===== config.mk =====
export PLATFORM = sky130hd
export DESIGN_NAME = unified_sram_arbiter
export DESIGN_NICKNAME = d
export VERILOG_FILES = /design/src/rtl/unified_sram_arbiter.sv
export SDC_FILE = /design/constraint.sdc
export NUM_CORES = 1
export LEC_CHECK = 0
export ABC_AREA = 1
export BUFFER_PORTS_ARGS = -buffer_cell sky130_fd_sc_hd__buf_2
export CAP_MARGIN = 20
export CORE_AREA = 8 8 101 103
export CTS_CLUSTER_SIZE = 12
export DETAILED_ROUTE_END_ITERATION = 12
export DIE_AREA = 0 0 109 111
export PLACE_DENSITY = 0.67
export SYNTH_ARGS = -nofsm -noshare
export SYNTH_HDL_FRONTEND = slang
export SYNTH_SLANG_ARGS = --single-unit

===== constraint.sdc =====
create_clock -name clk -period 2.3 [get_ports clk]
set_input_delay 0 -clock clk [delete_from_list [all_inputs] [get_ports clk]]
set_output_delay 0 -clock clk [all_outputs]
set_load 0.01 [all_outputs]

===== src/rtl/unified_sram_arbiter.sv =====
// unified_sram_arbiter
// Shares one synchronous single-port SRAM between the instruction-fetch
// requester and the data (mem stage) requester. Each access is issued
// combinationally from IDLE, waits MEM_LAT cycles in BUSY, then returns a
// one-cycle ack carrying mem_rdata. Data wins ties, but after
// DATA_BURST_MAX back-to-back data grants with fetch waiting, fetch gets
// the next slot.
//
// Ports:
//   clk, rstn                 clock, asynchronous active-low reset
//   inst_req/addr -> ack/rdata     fetch requester (req held until ack)
//   data_req/wen/addr/wdata -> ack/rdata   data requester (wen 0 = read)
//   stallreq_if, stallreq_mem  pending-access stall requests toward ctrl
//   mem_en/wen/addr/wdata, mem_rdata   SRAM port (en high on issue cycle)
module unified_sram_arbiter #(
   parameter int ADDR_W         = 32,
   parameter int DATA_W         = 32,
   parameter int MEM_LAT        = 1,
   parameter int DATA_BURST_MAX = 4
) (
   input  logic              clk,
   input  logic              rstn,
   input  logic              inst_req,
   input  logic [ADDR_W-1:0] inst_addr,
   output logic              inst_ack,
   output logic [DATA_W-1:0] inst_rdata,
   input  logic              data_req,
   input  logic [3:0]        data_wen,
   input  logic [ADDR_W-1:0] data_addr,
   input  logic [DATA_W-1:0] data_wdata,
   output logic              data_ack,
   output logic [DATA_W-1:0] data_rdata,
   output logic              stallreq_if,
   output logic              stallreq_mem,
   output logic              mem_en,
   output logic [3:0]        mem_wen,
   output logic [ADDR_W-1:0] mem_addr,
   output logic [DATA_W-1:0] mem_wdata,
   input  logic [DATA_W-1:0] mem_rdata
);

   localparam logic [2:0] LAT  = 3'(MEM_LAT);
   localparam logic [3:0] BMAX = 4'(DATA_BURST_MAX);

   typedef enum logic {IDLE, BUSY} state_t;

   state_t     state;
   logic       owner_d;   // 1: data owns the in-flight access
   logic [2:0] wcnt;      // cycles left until the ack edge
   logic [3:0] bcnt;      // consecutive data grants while fetch waited

   logic any_req, grant_d, issue, ack;

   assign any_req = inst_req | data_req;
   // Data wins unless fetch has already been passed over BMAX times.
   assign grant_d = data_req & ~(inst_req & (bcnt == BMAX));
   // Gating with rstn keeps every output at 0 during reset, even though
   // the issue path is combinational from the request inputs.
   assign issue   = rstn & (state == IDLE) & any_req;
   // wcnt is loaded with MEM_LAT at issue and steps to 0 on the edge that
   // ends the ack cycle, so the ack cycle is the one where it still reads 1.
   assign ack     = rstn & (state == BUSY) & (wcnt == 3'd1);

   assign mem_en    = issue;
   assign mem_wen   = (issue & grant_d) ? data_wen : 4'b0000;
   assign mem_addr  = issue ? (grant_d ? data_addr : inst_addr) : '0;
   assign mem_wdata = (issue & grant_d) ? data_wdata : '0;

   assign inst_ack   = ack & ~owner_d;
   assign data_ack   = ack & owner_d;
   assign inst_rdata = inst_ack ? mem_rdata : '0;
   assign data_rdata = data_ack ? mem_rdata : '0;

   assign stallreq_if  = rstn & inst_req & ~inst_ack;
   assign stallreq_mem = rstn & data_req & ~data_ack;

   always_ff @(posedge clk or negedge rstn) begin
      if (!rstn) begin
         state   <= IDLE;
         owner_d <= 1'b0;
         wcnt    <= 3'd0;
         bcnt    <= 4'd0;
      end else begin
         case (state)
            IDLE: begin
               if (any_req) begin
                  state   <= BUSY;
                  owner_d <= grant_d;
                  wcnt    <= LAT;
                  // Only a data grant that made fetch wait extends the burst.
                  if (grant_d & inst_req) begin
                     if (bcnt != BMAX) bcnt <= bcnt + 4'd1;
                  end else begin
                     bcnt <= 4'd0;
                  end
               end
            end
            BUSY: begin
               wcnt <= wcnt - 3'd1;
               if (wcnt == 3'd1) state <= IDLE;
            end
            default: state <= IDLE;
         endcase
      end
   end

endmodule


# Word level (Yosys, flattened, before mapping)
# Index checks and enable logic that the tools add are counted.
# word_totals
ff_bits	9
latch_bits	0
ramBits	0
romBits	0
memories	0
# classes
addsub	2
mul	0
n_div	0
magnitude_cmp	0
eq_ne	5
shifts	0
n_mux	13
bitwise	20
reduce_logical	2
# op_table
op	count
$mux 32	5
$and 1x1->1	14
$mux 4	3
$pmux 3 s2	1
$not 1->1	5
$add 4x1->4 const B	1
$eq 4x3->1 const B	1
$ne 4x3->1 const B	1
$eq 3x1->1 const B	1
$mux 3	1
$reduce_and 3->1	1
$sub 3x1->3 const B	1
$mux 1	2
$ne 2x1->1 const B	1
$ne 2x2->1 const B	1
$pmux 1 s2	1
$reduce_and 2->1	1
$or 1x1->1	1

# Depth between registers and ports, before layout
# depth
depth_word	7
depth_mapped	10
mapped_depth_nobuf	8

# Least setup slack after synthesis
# Ideal clock, no wire load.
# synth_path
path_type	register -> output
start	reg wcnt[1]
end	out data_rdata[19]
t_arrival_ps	1331
t_required_ps	2300
slack_ps	969
stages_incl_launch_ff	8
path_cell_list	dfrtp_1 > inv_1 > ha_1 > inv_1 > nor2_1 > nand4_1 > clkbuf_1 > nor2_1
# synth_between
elab_chain_len	4
# synth_rtl
item	line	source
start: declaration	49	logic [2:0] wcnt;
start signal: assignment	99	wcnt <= wcnt - 3'd1;
$eq 3x1->1	62	assign ack = rstn & (state == BUSY) & (wcnt == 3'd1);
$and 1x1->1	62	
$and 1x1->1	70	assign data_ack = ack & owner_d;
$mux 32	72	assign data_rdata = data_ack ? mem_rdata : '0;
end: declaration	32	output logic [DATA_W-1:0] data_rdata,
# No other way between the ends.

# Final worst setup path
# layout_path
start	reg bcnt[0]
end	out mem_wdata[5]
# layout_between
elab_chain_len	6
# layout_rtl
item	line	source
start: declaration	50	logic [3:0] bcnt;
start signal: assignment	92	if (bcnt != BMAX) bcnt <= bcnt + 4'd1;
$eq 4x3->1	56	assign grant_d = data_req & ~(inst_req & (bcnt == BMAX));
$and 1x1->1	56	
$not 1->1	56	
$and 1x1->1	56	
$and 1x1->1	67	assign mem_wdata = (issue & grant_d) ? data_wdata : '0;
$mux 32	67	
end: declaration	38	output logic [DATA_W-1:0] mem_wdata,
# No other way between the ends.

==> summary.md <==
| Metric | Value |
|---|---|
| Clk pin slew, worst setup/hold paths | `approximately 0.050 ns` |
| Utilization after layout | `0.4224` |
| CTS buffer count | `3` |
| Leak pwr | `2.717 nW` |
| Grt ovf | `0` |
| Yosys warning count | `0` |
| Clock sinks | `9` |
| Worst EP arrival | `around 2.0 ns` |
| Multi-input combinational cell area | `1335 um2` |
| Final Wtd Congestion | `0.8301` |
| Commonest non-fill, non-tap cells in the layout | `buf_2 (272), nor2_1 (137), inv_1 (117)` |
| Critical-path cell list | `inv_1, ha_1, nand2_1, inv_2, nand2_4, nand3_4, nor2_1, buf_2` |
| Relative slew slack | `0.7159` |
| CTS tree | `built` |
| Vias/cell | `4.066` |
| TNS Setup | `0 ns` |
| Post-synth EDFFs | `0` |
| Vias in the first global route | `between 2k and 3k` |
| Worst slew pin tran | `0.4245 ns` |
| Asr flop ratio synth | `1.000` |
| Bufs on Longest Clock Path | `2` |
| Setup bufs post-CTS | `0` |
| Setup WS post-layout | `just under 0.3 ns` |
| Synth Area per Inst | `5.126 um2` |
| Slowest cell delay on critical path | `~0.38 ns` |
| Global-route wire length before repair | `about 15 mm` |
| Share of layout cells above drive strength 1 | `0.4493` |
| Critical Path RT | `between 2 and 2.5 ns` |
| Post-Syn Area | `approximately 2200 um2` |
| Initial DRC count | `147` |
| Max-cap violations | `0` |
| Placement Setup Slack | `0.5267 ns` |
| Die footprint | `12100 um2` |
| Sequential Area | `between 200 and 250 um2` |
| Dpl hpwl | `8.760 mm` |
| Initial antenna violation count | `0` |
| Synthesis-to-layout area growth | `62.37%` |
| Synth Instances | `434` |
| Gr usage total | `0.1539` |
| Die width | `109 um` |
| Crit path kind | `reg2out` |
| Placed Cells incl. Taps | `793` |
| Pins Over Slew Limit | `0` |
| # setup viols final | `0` |
| Buffers & Inverters on Critical Path | `3` |
| Worst setup EP type | `output port` |
| Worst-Skew Late Latency | `0.24 ns` |
| Hold/Removal Path Class | `in2async` |
| RSZ-0062 raised after global routing | `no` |
| IO Count | `273` |
| Port bufs | `272` |
| Synth cell types | `24` |
| Run status | `complete, no violations` |
| Antenna Violating Nets Remaining | `0` |
| Top delay family on crit path | `simple AND/OR/NAND/NOR gates` |
| Routed wire length | `10.34 mm` |
| Synthesized Nets | `574` |
| Initial Util | `0.2602` |
| Slowest-stage cell, CP | `dfrtp_1` |
| Count of final hold-check violations | `0` |
| VDD IR-drop max | `around 0.00020 V` |
| CP Launch Type | `flip-flop` |
| Final clock period utilization by the worst path | `0.8730` |
| Diodes inserted | `0` |
| Via count | `3245` |
| Row count | `34` |
| Post-route total power | `0.001538 W` |
| Chip Height | `111 um` |
| Final min period | `about 2 ns` |
| DRT Pass-1 Iters | `4` |
| Nets | `a little over 800` |
| Final Skew | `0.003828 ns` |
| Synth Flop Type | `dfrtp_1` |
| Largest net degree at the start of global routing | `37` |
| Worst-path fanout max | `36` |
| Core area | `8551 um2` |
| CTS HTree Levels | `1` |
| Fraction of the yosys area taken by sequential cells | `0.1012` |
| Pwr/cell area | `425.8 nW/um2` |
| Drt wl/cell | `12.96 um` |
| Drt drc | `0` |
| Filler Cells Inserted | `approximately 1000` |
| Commonest non-fill, non-tap cell in the layout | `buf_2` |
| CTS root buf | `clkbuf_8` |
| Synthesized flop and latch total | `9` |
| Finished Layout Cells | `798` |
| Fmax | `498.1 MHz` |
## what timing repair did
| action | 4_1_cts | 5_1_grt |
|---|---|---|
| hold endpoints to repair | 9 | 0 |
| hold buffers | 1 | 0 |
| resized for setup | 0 | 0 |
## where the power goes
group / internal [W] / switching, W
combinational: 0.000420 / 0.000659
sequential: 0.000219 / 0.0000533
clock: 0.000121 / 0.0000654
## worst register-to-register path: cells and delay by family (launching register included)
kind                     cells  cell delay, ns
AND/OR/NAND/NOR              3            0.43
adder cells (fa/ha/maj)      1            0.21
flip-flops                   1            0.38
AO/OA/AOI/OAI                1            0.08
buffers and inverters        3            0.46
## flip-flops by register name (all words and copies together), names as in the netlist
register  flops
owner_d       1
bcnt          4
state         1
wcnt          3
## layout make-up
class / instances / area share
clock buffer: 4 / 0.01247
inverter: 119 / 0.1240
tap: 108 / 0.03741
multi-input combinational: 278 / 0.3696
timing repair buffer: 280 / 0.3942
sequential: 9 / 0.06235
## metrics by stage
step | hold WS (ns) | instance area [um2]
CTS | 0.1780 | 3612
global route | 0.2088 | 3612
finish | 0.1807 | 3612
global placement | -0.1032 | 3557
detailed placement | -0.1004 | 3557
floorplan | -0.2956 | 2225
## final timing paths
path / depth (start not counted) / start / slack, ns / to
max: 8 / bcnt[0]$_DFFE_PN0P_ / 0.29 / mem_wdata[5]
min: 2 / rstn / 0.18 / wcnt[1]$_DFFE_PN0P_
max reg2reg: 8 / bcnt[0]$_DFFE_PN0P_ / 0.66 / owner_d$_DFFE_PN0P_
min reg2reg: 2 / wcnt[1]$_DFFE_PN0P_ / 0.48 / wcnt[1]$_DFFE_PN0P_
max in group asynchronous: 2 / rstn / 1.89 / owner_d$_DFFE_PN0P_
min in group clk: 3 / inst_req / 0.19 / bcnt[1]$_DFFE_PN0P_
## cells in the mapped netlist, types with 3 or more instances
master / n / area [um2]
a21oi_1: 32 / 160.2
buf_2: 6 / 30.03
buf_4: 5 / 37.54
buf_6: 7 / 78.83
clkbuf_1: 6 / 22.52
dfrtp_1: 9 / 225.2
ha_1: 4 / 50.05
inv_1: 117 / 439.2
nand2_1: 49 / 183.9
nand3_1: 20 / 100.1
nand3_2: 20 / 200.2
nand4_1: 3 / 18.77
nor2_1: 137 / 514.2
o21ai_0: 7 / 35.03
## per-layer routing
metal | GRT usage | vias to the layer above | share of wire
met1 | 0.1644 | 1353 | 0.38
li1 | - | 1759 | -
met3 | 0.03488 | 7 | 0.093
met2 | 0.2966 | 126 | 0.52
met5 | 0 | - | 0
met4 | 0.02192 | 0 | 0.0081
## cell families after synthesis
family | count (synthesis) | share of synthesized area
buffers and inverters | 147 | 0.2987
AOI/OAI and AO/OA | 39 | 0.08774
DFF | 9 | 0.1012
and+or+nand+nor | 235 | 0.4899
adders and majority gates | 4 | 0.02250
(Power assumes the default switching activity.)
